<file path="src/rtl/pattern_pkg.sv">
// rtl/pattern_pkg.sv - shared state encodings and match pattern for pattern_tx
package pattern_pkg;

    typedef enum logic [1:0] {
        S_IDLE,
        S_SHIFT,
        S_GAPW
    } tx_state_t;

    typedef enum logic [2:0] {
        M_RST,
        M_1,
        M_10,
        M_101,
        M_1011
    } mon_state_t;

    localparam logic [4:0] PATTERN   = 5'b10110;
    localparam logic [7:0] MATCH_MAX = 8'hFF;

endpackage

</file>
<file path="src/rtl/pattern_tx_mon.sv">
// rtl/pattern_tx_mon.sv - counts non-overlapping 10110 patterns on the emitted stream
module pattern_tx_mon
    import pattern_pkg::*;
(
    input  logic       clk,
    input  logic       rst,
    input  logic       valid,
    input  logic       out,
    output logic [7:0] match_cnt
);

    mon_state_t r_state;
    mon_state_t w_state;
    logic [7:0] r_cnt;
    logic [7:0] w_cnt;
    logic       w_hit;

    always_ff @(posedge clk) begin
        if (rst) begin
            r_state <= M_RST;
            r_cnt   <= '0;
        end else begin
            r_state <= w_state;
            r_cnt   <= w_cnt;
        end
    end

    // Each state advances when the bit equals the next pattern bit; otherwise fall back
    always_comb begin
        w_state = r_state;
        w_cnt   = r_cnt;
        w_hit   = 1'b0;
        if (valid) begin
            case (r_state)
                M_RST:   w_state = (out == PATTERN[4]) ? M_1    : M_RST;
                M_1:     w_state = (out == PATTERN[3]) ? M_10   : M_1;
                M_10:    w_state = (out == PATTERN[2]) ? M_101  : M_RST;
                M_101:   w_state = (out == PATTERN[1]) ? M_1011 : M_10;
                M_1011: begin
                    w_hit   = (out == PATTERN[0]);
                    w_state = w_hit ? M_RST : M_1;
                end
                default: w_state = M_RST;
            endcase
        end
        if (w_hit && (r_cnt != MATCH_MAX)) begin
            w_cnt = r_cnt + 8'd1;
        end
    end

    assign match_cnt = r_cnt;

endmodule

</file>
<file path="src/rtl/pattern_tx.sv">
// rtl/pattern_tx.sv - word-to-serial transmitter with holding register, inter-word gap and pattern monitor
module pattern_tx
    import pattern_pkg::*;
#(
    parameter int DATA_W = 8,
    parameter int GAP    = 0
) (
    input  logic              clk,
    input  logic              rst,
    input  logic              load,
    input  logic [DATA_W-1:0] data,
    output logic              ready,
    output logic              valid,
    output logic              out,
    output logic              busy,
    output logic [7:0]        match_cnt
);

    localparam int                CNT_W    = $clog2(DATA_W);
    localparam logic [CNT_W-1:0]  LAST_BIT = CNT_W'(DATA_W - 1);
    localparam logic [3:0]        GAP_LAST = (GAP > 0) ? 4'(GAP - 1) : 4'd0;

    tx_state_t         r_state;
    tx_state_t         w_state;
    logic [DATA_W-1:0] r_hold;
    logic [DATA_W-1:0] w_hold;
    logic              r_hold_full;
    logic              w_hold_full;
    logic [DATA_W-1:0] r_shreg;
    logic [DATA_W-1:0] w_shreg;
    logic [CNT_W-1:0]  r_bitcnt;
    logic [CNT_W-1:0]  w_bitcnt;
    logic [3:0]        r_gapcnt;
    logic [3:0]        w_gapcnt;
    logic              r_valid;
    logic              w_valid;
    logic              r_out;
    logic              w_out;
    logic              r_busy;
    logic              w_busy;
    logic              w_take;
    logic              w_accept;

    assign w_accept = load & ~r_hold_full;

    always_ff @(posedge clk) begin
        if (rst) begin
            r_state     <= S_IDLE;
            r_hold      <= '0;
            r_hold_full <= 1'b0;
            r_shreg     <= '0;
            r_bitcnt    <= '0;
            r_gapcnt    <= '0;
            r_valid     <= 1'b0;
            r_out       <= 1'b0;
            r_busy      <= 1'b0;
        end else begin
            r_state     <= w_state;
            r_hold      <= w_hold;
            r_hold_full <= w_hold_full;
            r_shreg     <= w_shreg;
            r_bitcnt    <= w_bitcnt;
            r_gapcnt    <= w_gapcnt;
            r_valid     <= w_valid;
            r_out       <= w_out;
            r_busy      <= w_busy;
        end
    end

    // r_out carries the bit on the line; r_shreg keeps only the bits still to be sent
    always_comb begin
        w_state     = r_state;
        w_hold      = r_hold;
        w_hold_full = r_hold_full;
        w_shreg     = r_shreg;
        w_bitcnt    = r_bitcnt;
        w_gapcnt    = r_gapcnt;
        w_valid     = 1'b0;
        w_out       = 1'b0;
        w_take      = 1'b0;
        case (r_state)
            S_IDLE: begin
                if (r_hold_full) begin
                    w_take  = 1'b1;
                    w_state = S_SHIFT;
                end
            end
            S_SHIFT: begin
                if (r_bitcnt == LAST_BIT) begin
                    if (GAP > 0) begin
                        w_state  = S_GAPW;
                        w_gapcnt = '0;
                    end else if (r_hold_full) begin
                        w_take = 1'b1;
                    end else begin
                        w_state = S_IDLE;
                    end
                end else begin
                    w_valid  = 1'b1;
                    w_out    = r_shreg[DATA_W-1];
                    w_shreg  = r_shreg << 1;
                    w_bitcnt = r_bitcnt + CNT_W'(1);
                end
            end
            S_GAPW: begin
                if (r_gapcnt == GAP_LAST) begin
                    if (r_hold_full) begin
                        w_take  = 1'b1;
                        w_state = S_SHIFT;
                    end else begin
                        w_state = S_IDLE;
                    end
                end else begin
                    w_gapcnt = r_gapcnt + 4'd1;
                end
            end
            default: w_state = S_IDLE;
        endcase

        // A transfer puts the word's MSB on the line in the same edge it leaves hold
        if (w_take) begin
            w_valid     = 1'b1;
            w_out       = r_hold[DATA_W-1];
            w_shreg     = r_hold << 1;
            w_bitcnt    = '0;
            w_hold_full = 1'b0;
        end
        if (w_accept) begin
            w_hold      = data;
            w_hold_full = 1'b1;
        end
        w_busy = (w_state != S_IDLE) || w_hold_full;
    end

    pattern_tx_mon u_mon (
        .clk       (clk),
        .rst       (rst),
        .valid     (r_valid),
        .out       (r_out),
        .match_cnt (match_cnt)
    );

    assign ready = ~r_hold_full;
    assign valid = r_valid;
    assign out   = r_out;
    assign busy  = r_busy;

endmodule

</file>
<file path="config.mk">
export PLATFORM = sky130hd
export DESIGN_NAME = pattern_tx
export DESIGN_NICKNAME = d
export VERILOG_FILES = /design/src/rtl/pattern_pkg.sv /design/src/rtl/pattern_tx_mon.sv /design/src/rtl/pattern_tx.sv
export SDC_FILE = /design/constraint.sdc
export NUM_CORES = 1
export LEC_CHECK = 0
export CELL_PAD_IN_SITES_DETAIL_PLACEMENT = 0
export CELL_PAD_IN_SITES_GLOBAL_PLACEMENT = 1
export CORE_MARGIN = 1.5
export CORE_UTILIZATION = 42
export CTS_CLUSTER_SIZE = 16
export DETAILED_ROUTE_END_ITERATION = 7
export GPL_TIMING_DRIVEN = 0
export PLACE_DENSITY = 0.84
export SYNTH_ARGS = -nofsm -noshare
export SYNTH_HDL_FRONTEND = slang
export SYNTH_HIERARCHICAL = 1
export SYNTH_SLANG_ARGS = --single-unit
</file>
<file path="constraint.sdc">
create_clock -name clk -period 2.69 [get_ports clk]
set_input_delay 0.6725 -clock clk [delete_from_list [all_inputs] [get_ports clk]]
set_output_delay 0.6725 -clock clk [all_outputs]
set_load 0.01 [all_outputs]
</file>
==> results.toml <==
[outcome]
status = "completed"

[clock_tree]
cts_inserted_buffers = 5
clk_pin_slew_ns = 0.08
cts-hold-fix-buffers = 0
clock_latency_ns = 0.29
cts_root_buf = "clkbuf_8"
cts_tree = "built"
cts_sinks = 39
cts_max_level = 2
post_cts_buffers = 0
cts_resized = 0
clk_path_buf_depth = 2

[detailed_routing]
drc = 0
drt-initial-drc-count = 76
dr.pass1.iters = 4
routedWlPerCell_um = 11.9
ant_nets = 0
vias = 1490
finalWirelength_um = 3390
via_per_inst = 5.21

[timing]
hold_viol_final = 0
timing.slew.headroom_pct = 60.4
hold_ws_ns = 0.484
rsz0062_at_grt = "false"
finalCritPeriodShare_pct = 77.7
period_minus_slack_ns = 2.09
slew_viol_final = 0
tightest_slew_ns = 0.594
skew_ns = 0.00437
fin_tns_setup_ns = 0
fmax_ghz = 0.478
finalWorstSetupSlack_ns = 0.599
setup_viol = 0

[global_routing]
grt_usage_pct = 15.6
grt_pass1_vias = 1389
grt_max_degree = 14
antenna_found_initial = 0
grt_pass1_wl_um = 6170
gr-total-overflow = 0

[cells_and_area]
diodes = 0
area_delta_synth_final_pct = 20.1
drive_gt1_share_pct = 6.41
final_cells = 286
nNetsFinal = 253
n_fill_cell = 407
post-route-util_pct = 52.0

[setup_path]
cp_max_fo = 7
critical_path.slowest_cell = "a2111o_1"
cp_cell_sequence = "inv_1, ha_1, or3b_4, a2111o_1, o2111ai_2, or3b_1"
max_stage_delay_ns = 0.53
worstSetupPathType = "reg2reg"
cp.required_ns = 2.87
arrival_ns = 2.27
endpoint_kind = "flip-flop"
critPathLaunchType = "flip-flop"

[synthesis]
synth_top_area_share_pct = 42.0
synth-warning-count = 6
synthFlopType = "dfxtp_1"
ys_top_cells_by_area = "dfxtp_1, mux2i_1, ha_1, a21oi_1, nor2_1"
syn_inst = 204
synth_top_cell_by_area = "dfxtp_1"
synth_fp_nets = 224
ys_async_sr_fraction_pct = 0
synth_seq_cells = 39
syn-cell-area_mm2 = 0.00186
synth_cell_types = 43
postSynthAreaPerCell_um2 = 9.12
yosysSeqAreaShare_pct = 42.0
synth_edf_count = 0

[job]
maxCapViolCount = 0

[floorplan]
die_w_um = 69.6
std_cell_rows = 24
num_io_pins = 23
core_mm2 = 0.00429
fp.dieH_um = 69.6
start_util_pct = 43.3
dieArea_mm2 = 0.00484

[placement]
globalplace.congestion = 0.799
hpwl_um = 2460
io_buffers = 22
place_inst = 278
post-place-ws_ns = 0.401

[pwr]
p_per_area_mw_per_mm2 = 524
peakVddDrop_uv = 259
leakage_nw = 0.867

[worst_hold_path]
worstHoldPathType = "reg2reg"
-- routing by layer --
| metal | up-vias | global-route usage [%] | share of wire [%] |
|---|---|---|---|
| li1 | 794 | - | - |
| met2 | 24 | 24.4 | 44 |
| met5 | - | 0 | 0 |
| met4 | 0 | 5.23 | 1.4 |
| met1 | 667 | 20.9 | 51 |
| met3 | 5 | 4.51 | 3.6 |
-- path summary, 6_finish.rpt --
path	from	end	slack (ns)	cells after the start
setup / recovery	r_gapcnt[0]	busy	0.60	6
hold / removal	r_shreg[1]	r_shreg[1]	0.48	2
setup reg to reg	r_gapcnt[0]	busy	0.60	6
hold reg to reg	r_shreg[1]	r_shreg[1]	0.48	2
-- sequential cells by signal, indices dropped and copies added (netlist names) --
name	count
busy	1
valid	1
r_hold	8
r_state	2
r_gapcnt	4
u_mon/r_state	3
out	1
r_bitcnt	3
u_mon/match_cnt	8
r_shreg	7
r_hold_full	1
-- placed cells by master (no fill, tap or decap), drive strengths merged --
| cell type | Yosys | layout |
|---|---|---|
| o311ai | 2 | 2 |
| nand4 | 4 | 4 |
| a31oi | 1 | 1 |
| or3 | 2 | 2 |
| o2111ai | 2 | 2 |
| mux2i | 16 | 16 |
| or4 | 3 | 3 |
| o41ai | 3 | 3 |
| nand2b | 3 | 3 |
| ha | 9 | 9 |
| inv | 12 | 12 |
| o311a | 1 | 1 |
| and3 | 7 | 7 |
| buf | 3 | 3 |
| o21ai | 7 | 7 |
| a2111o | 1 | 1 |
| o2bb2ai | 1 | 1 |
| or3b | 3 | 3 |
| clkinvlp | 0 | 2 |
| a211oi | 1 | 1 |
| and2 | 1 | 1 |
| nor2b | 3 | 3 |
| a32oi | 1 | 1 |
| nor3b | 1 | 1 |
| clkbuf | 7 | 12 |
| nor3 | 9 | 9 |
| o211ai | 1 | 1 |
| a21oi | 17 | 17 |
| xor2 | 3 | 3 |
| dfxtp | 39 | 39 |
| a221oi | 1 | 1 |
| xnor2 | 1 | 1 |
| o31ai | 4 | 4 |
| clkdlybuf4s50 | 0 | 22 |
| nand2 | 8 | 8 |
| nand4b | 1 | 1 |
| and4b | 1 | 1 |
| nand3 | 5 | 5 |
| clkinv | 0 | 1 |
| nor2 | 20 | 20 |
-- kinds of logic after synthesis --
| logic type | share of synthesized area, % |
|---|---|
| and+or+nand+nor | 21.4 |
| AOI/OAI and AO/OA | 15.4 |
| muxes | 8.61 |
| adders and majority gates | 6.05 |
| DFF | 42.0 |
| xor gates and xnor gates | 1.88 |
| buffers and inverters | 4.71 |
-- cell type report --
| class | instances | area [um2] | share of cell area [%] |
|---|---|---|---|
| multi-input combinational | 143 | 992 | 44.4 |
| buffer | 10 | 42.5 | 1.90 |
| clock buffer | 5 | 68.8 | 3.08 |
| tap | 52 | 65.1 | 2.91 |
| inverter | 12 | 45.0 | 2.02 |
| timing repair buffer | 22 | 220 | 9.85 |
| sequential | 39 | 781 | 34.9 |
| clock inverter | 3 | 20.0 | 0.896 |
-- critical path, delay by kind of cell (launching register included) --
kind | cells | cell delay (ns)
AO/OA/AOI/OAI | 2 | 0.67
adder cells (fa/ha/maj) | 1 | 0.14
buffers and inverters | 1 | 0.07
flip-flops | 1 | 0.34
AND/OR/NAND/NOR | 2 | 0.76
-- cells in the mapped netlist (2+ instances only) --
master and instances:
clkbuf_1 7, inv_1 12, or4_1 3, nand2_1 8, mux2i_1 16, o41ai_1 3, ha_1 9, xor2_1 3
o21ai_0 7, o311ai_0 2, or3_1 2, or3b_1 2, a21oi_1 17, nor2b_1 3, o31ai_1 4, nand3_1 5
nor2_1 19, nand2b_1 3, and3_1 7, nand4_1 3, dfxtp_1 39, nor3_1 9
-- through the flow --
stage | total power [W] | area, um2
6_report | 0.00117 | 2230
5_1_grt | 0.00124 | 2230
4_1_cts | 0.00119 | 2230
3_5_place_dp | 0.000794 | 2150
3_3_place_gp | 0.000793 | 2150
2_1_floorplan | 0.000743 | 1860
-- power breakdown --
| part | total, W | switching (W) | internal (W) | leakage [nW] |
|---|---|---|---|---|
| clock network | 0.000391 | 0.000211 | 0.000180 | 0.0402 |
| logic | 0.000157 | 0.0000777 | 0.0000790 | 0.509 |
| registers | 0.000622 | 0.0000166 | 0.000606 | 0.318 |
No activity file was read; power rests on OpenSTA's default activity.
==> RTL edit 1, RTL diff (config.mk and constraints unchanged) <==
Change the parameter `DATA_W` from 8 to 16.
--- a/src/rtl/pattern_tx.sv
+++ b/src/rtl/pattern_tx.sv
@@ -2,7 +2,7 @@
 module pattern_tx
     import pattern_pkg::*;
 #(
-    parameter int DATA_W = 8,
+    parameter int DATA_W = 16,
     parameter int GAP    = 0
 ) (
     input  logic              clk,
Ports: changed (resized data); port bits go from 23 to 31. No check against the original RTL was run, so the function may have changed too.
==> RTL edit 1 against the original RTL <==
  * Sequential cell count rose by 17
  * Cell area increased by 37%
  * Setup slack got worse by 0.081 ns
  * Power up 40%
  * Routed wire length is 58% higher
  * Largest power group unchanged
  * Fmax decreased by 3.7%
  * Synthesized area increased by 38%
  * Non-clock buffer count rose by 17
==> RTL edit 1: results (changes against the original RTL) <==
Run status: completed (unchanged). The flip-flop cell with the highest count after synthesis is dfxtp_1 (unchanged). The path type of the worst min-delay path is reg -> reg (unchanged).

The largest fanout on the critical path came to 10 (was 7). The standard cell area after detailed placement came out at 0.002957 mm2 (was 0.002146 mm2). The number of violations of the max-capacitance limit was 0 (unchanged). The synthesized area came out at 0.002562 mm2 (was 0.001861 mm2). The kind of critical path is reg -> reg (unchanged). The cell leakage power is 1.086 nW (was 0.8667 nW). The average wire per cell in the routed design was 12.85 um (was 11.86 um). The H-tree level count is 2 (unchanged). The register containing the most flip-flops in the final layout is r_hold. The data arrival time at the worst-slack endpoint came out at 2.36 ns (was 2.27 ns). The instance count of the mapped netlist came out at 305 (was 204). The largest clock skew in the final design is 0.008939 ns (was 0.004370 ns). The clock-pin slew on the worst setup and hold paths came out at 0.11 ns (was 0.08 ns). The global-route usage over all layers is 18.12% (was 15.65%). Top area cells in the synthesized netlist: dfxtp_1 44%, a21oi_1 8.2%, nand2_1 8.1% (was dfxtp_1 42%, mux2i_1 8.6%, ha_1 6.1%). The proportion of register bits with asynchronous set or reset after synthesis came to 0% (unchanged). The global placer's final weighted congestion came out at 0.7583 (was 0.7990). The count of non-filler cells in the finished layout came out at 418 (was 286). The total of buffers placed on input and output ports came out at 30 (was 22). The peak supply drop came out at 267.0 uV (was 259.4 uV). Most frequent cells after synthesis: 56 x dfxtp_1, 55 x nand2_1, 42 x a21oi_1 (was 39 x dfxtp_1, 19 x nor2_1, 17 x a21oi_1). The number of antenna violations at the first check in global routing came to 0 (unchanged). The post-DP HPWL was 3.921 mm (was 2.460 mm). The violation count after the first detailed-routing iteration is 165 (was 76).

The synthesized netlist net count came out at 332 (was 224). The share of synthesized area occupied by flip-flops and latches is 43.75% (was 41.96%). The post-CTS setup-driven buffer insertion count is 0 (unchanged). The count of TritonRoute iterations in the first routing pass is 4 (unchanged).

The largest buffer count on any clock path came to 2 (unchanged). The first-pass GRT wire length is 9.218 mm (was 6.168 mm). The reg-to-reg startpoint is r_state[0] (was r_gapcnt[0]).

The number of warning messages in the yosys log is 6 (unchanged). The largest net degree at the start of global routing is 20 (was 14). The worst slack after detailed placement came out at 0.3794 ns (was 0.4007 ns). The diode insertion count for antenna repair was 0 (unchanged). The number of gates resized after CTS came out at 0 (unchanged). The count of vias placed by the detailed router was 2,230 (was 1,490). The net count of the finished layout is 369 (was 253). The instance count after placement with tap cells included is 410 (was 278). The worst slew margin relative to its limit is 64.48% (was 60.37%). The clock latency at the later pin of the worst-skew pair is 0.32 ns (was 0.29 ns). The startpoint of the worst hold path is r_hold[11] (was r_shreg[1]). The share of cells above drive strength 1 is 6.706% (was 6.410%). The number of global-route vias before repair is 2,007 (was 1,389).

The number of distinct library cells after synthesis was 47 (was 43).
==> RTL edit 1: final cells by class <==
type                    instances  area [um2]
fillers                       568        2869
multi-input cells             218        1304
flip-flops and latches         56        1121
repair buffers                 30       300.3
well taps                      75       93.84
plain buffers                  19       92.59
clock buffers                   5       68.82
inverters                      12       45.04
clock inverters                 3       26.28
==> RTL edit 1: worst max-delay path, cell delays in order, from the launching register on <==
cell and delay (ns):
dfxtp_1 0.44, inv_1 0.09, ha_1 0.29, nand4b_1 0.23
a2111o_1 0.55, buf_6 0.18, a21oi_1 0.19, a311oi_1 0.07
==> RTL edit 1: cells by family (layout without fill, tap and decap cells) <==
| group | after synthesis | after routing | synth area share (%) |
|---|---|---|---|
| AOI/OAI and AO/OA | 83 | 83 | 20.90 |
| and+or+nand+nor | 120 | 120 | 23.58 |
| muxes | 2 | 2 | 0.7813 |
| DFF | 56 | 56 | 43.75 |
| buffers and inverters | 31 | 69 | 5.371 |
| adders and majority gates | 8 | 8 | 3.906 |
| xor gates and xnor gates | 5 | 5 | 1.709 |
==> RTL edit 1: worst paths after layout <==
check	endpoint	slack (ns)	cells after the start
max	r_shreg[14]	0.52	7
min	r_hold[11]	0.46	2
max reg2reg	r_shreg[14]	0.52	7
min reg2reg	r_hold[11]	0.46	2
==> RTL edit 1: power by group <==
part           internal (mW)  total (mW)  switching (mW)
Clock                  0.192       0.493           0.300
Sequential             0.880       0.909          0.0285
Combinational          0.102       0.236           0.134
Total                   1.17        1.64           0.463
==> RTL edit 1: routing by layer <==
layer / vias to the layer above / track usage, % / routed length (um)
met1: 1008 / 24.95 / 2730
met3: 5 / 4.157 / 260
met4: 0 / 5.172 / 64
met5: - / 0 / 0
li1: 1172 / - / -
met2: 45 / 28.25 / 2315
==> RTL edit 2, RTL diff (same flow settings) <==
Without the edit above. The 5 states of `mon_state_t` get a one-hot encoding in 5 bits.
--- a/src/rtl/pattern_pkg.sv
+++ b/src/rtl/pattern_pkg.sv
@@ -7,12 +7,12 @@
         S_GAPW
     } tx_state_t;
 
-    typedef enum logic [2:0] {
-        M_RST,
-        M_1,
-        M_10,
-        M_101,
-        M_1011
+    typedef enum logic [4:0] {
+        M_RST  = 5'b00001,
+        M_1    = 5'b00010,
+        M_10   = 5'b00100,
+        M_101  = 5'b01000,
+        M_1011 = 5'b10000
     } mon_state_t;
 
     localparam logic [4:0] PATTERN   = 5'b10110;
Check against the original RTL: same outputs for any inputs over 10 cycles, from zero or initial values and one cycle with rst high; not proved beyond that.
==> RTL edit 2 against the original RTL <==
  * Sequential cell count increased by 2
  * First-iteration DRC count increased by 41%
  * Non-clock buffer count grew 2
  * Fmax fell by 0.71%
  * Cell area up 6.6%
  * Via count is 7.7% higher
  * Routed wire length rose by 13%
  * Clock skew grew 0.0039 ns
  * Power grew 14%
  * Final cell count is 4.5% higher
  * Setup slack worse by 0.015 ns
  * Synthesized cell count increased by 6.4%
  * Synthesized area rose by 6.4%
  * Global-route usage is 0.21 points higher
==> RTL edit 2: results (changes against the original RTL) <==
The net switching component of the power is 0.3116 mW (was 0.3050 mW). The first-pass GRT wire length came out at 6.630 mm (was 6.168 mm). The post-DP HPWL is 2.689 mm (was 2.460 mm).

The total of buffers placed on input and output ports is 22 (unchanged). The peak supply drop is 416.5 uV (was 259.4 uV). The H-tree level count came out at 2 (unchanged).

The root buffer selected by CTS is clkbuf_8 (unchanged). The number of antenna violations at the first check in global routing came out at 0 (unchanged). The instance count of the mapped netlist came out at 217 (was 204).

The slew at the pin with the worst max-slew slack is 0.5962 ns (was 0.5945 ns). The clock latency at the later pin of the worst-skew pair is 0.28 ns. The global-route usage over all layers is 15.86% (was 15.65%). The synthesized netlist net count came out at 237 (was 224). The worst slack after detailed placement came to 0.3185 ns (was 0.4007 ns). The instance count after placement with tap cells included came to 291 (was 278). The largest net degree at the start of global routing is 13 (was 14). The share of synthesized area occupied by flip-flops and latches is 41.47% (was 41.96%).

The proportion of synthesized area in mux cells was 8.597% (was 8.608%). The standard cell area after detailed placement came out at 0.002265 mm2 (was 0.002146 mm2). The fill cell total of the finished layout came out at 430 (was 407). The share of the synthesized area in compound gates (AO/OA/AOI/OAI) is 14.60% (was 15.40%). The cell leakage power is 0.9474 nW (was 0.8667 nW).

The share of cells above drive strength 1 was 6.883% (was 6.410%). The count of non-filler cells in the finished layout was 299 (was 286). The global placer's final weighted congestion is 0.7997 (was 0.7990).

The largest clock skew in the final design came out at 0.008243 ns (was 0.004370 ns). The violation count after the first detailed-routing iteration came to 107 (was 76). Most frequent cells after synthesis: 41 x dfxtp_1, 18 x a21oi_1, 18 x nor2_1 (was 39 x dfxtp_1, 19 x nor2_1, 17 x a21oi_1). The average wire per cell in the routed design came to 12.78 um (was 11.86 um). The xor/xnor cell area share of the yosys netlist is 3.097% (was 1.883%).

The count of vias placed by the detailed router is 1,604 (was 1,490). The count of TritonRoute iterations in the first routing pass came out at 7 (was 4). Top area cells in the synthesized netlist: dfxtp_1 41%, mux2i_1 8.6%, ha_1 5.7% (was dfxtp_1 42%, mux2i_1 8.6%, ha_1 6.1%). The adder-cell area share of the yosys netlist is 5.689% (was 6.052%). The number of distinct library cells after synthesis came out at 45 (was 43). The clock-pin slew on the worst setup and hold paths came to 0.08 ns (about the same). The number of global-route vias before repair came out at 1,487 (was 1,389). Run status: completed (unchanged). The net count of the finished layout came to 266 (was 253).
==> RTL edit 2: changes by cell type after synthesis, sizes merged, moves of 2 or more <==
cell	delta
dfxtp	+2
o41ai	-2
o311ai	-2
buf	+2
xor2	+2
nor4	+3
or3	+2
nor2	-2
nand2	+3
o31ai	+2
==> RTL edit 2: per-layer routing <==
layer / vias to the layer above / global-route usage [%] / share of wire [%]
met2: 30 / 25.21 / 45
met1: 734 / 21.82 / 51
met3: 2 / 3.797 / 3.3
met4: 0 / 3.774 / 0.42
met5: - / 0 / 0
li1: 838 / - / -
==> RTL edit 2: path summary, 6_finish.rpt <==
| kind | from | endpoint | slack, ns | cells past startpoint |
|---|---|---|---|---|
| worst max-delay path | r_gapcnt[0] | busy | 0.58 | 6 |
| worst min-delay path | r_shreg[7] | out | 0.47 | 2 |
| worst max register to register | r_gapcnt[0] | busy | 0.58 | 6 |
| worst min register to register | r_shreg[7] | out | 0.47 | 2 |
==> RTL edit 2: layout make-up <==
cell class	count	area, um2	area share [%]
multi-input cells	152	1051	44.14
flip-flops and latches	41	820.8	34.47
repair buffers	22	220.2	9.249
clock buffers	7	86.33	3.626
well taps	52	65.06	2.733
plain buffers	12	62.56	2.627
inverters	12	45.04	1.892
clock inverters	1	30.03	1.261
==> RTL edit 2: power by group through the flow <==
stage               clock (mW)  combinational, mW  sequential (mW)
global route             0.544              0.193            0.661
global placement             0              0.172            0.670
CTS                      0.517              0.173            0.657
detailed placement           0              0.172            0.671
floorplan                    0              0.119            0.668
finish                   0.509              0.173            0.657
==> RTL edit 2: critical path: cells and delay by family (launching register included) <==
family	cells	cell delay [ns]
adders and majority gates	1	0.14
DFF	1	0.35
buffers and inverters	1	0.07
AOI/OAI and AO/OA	2	0.67
and+or+nand+nor	2	0.77
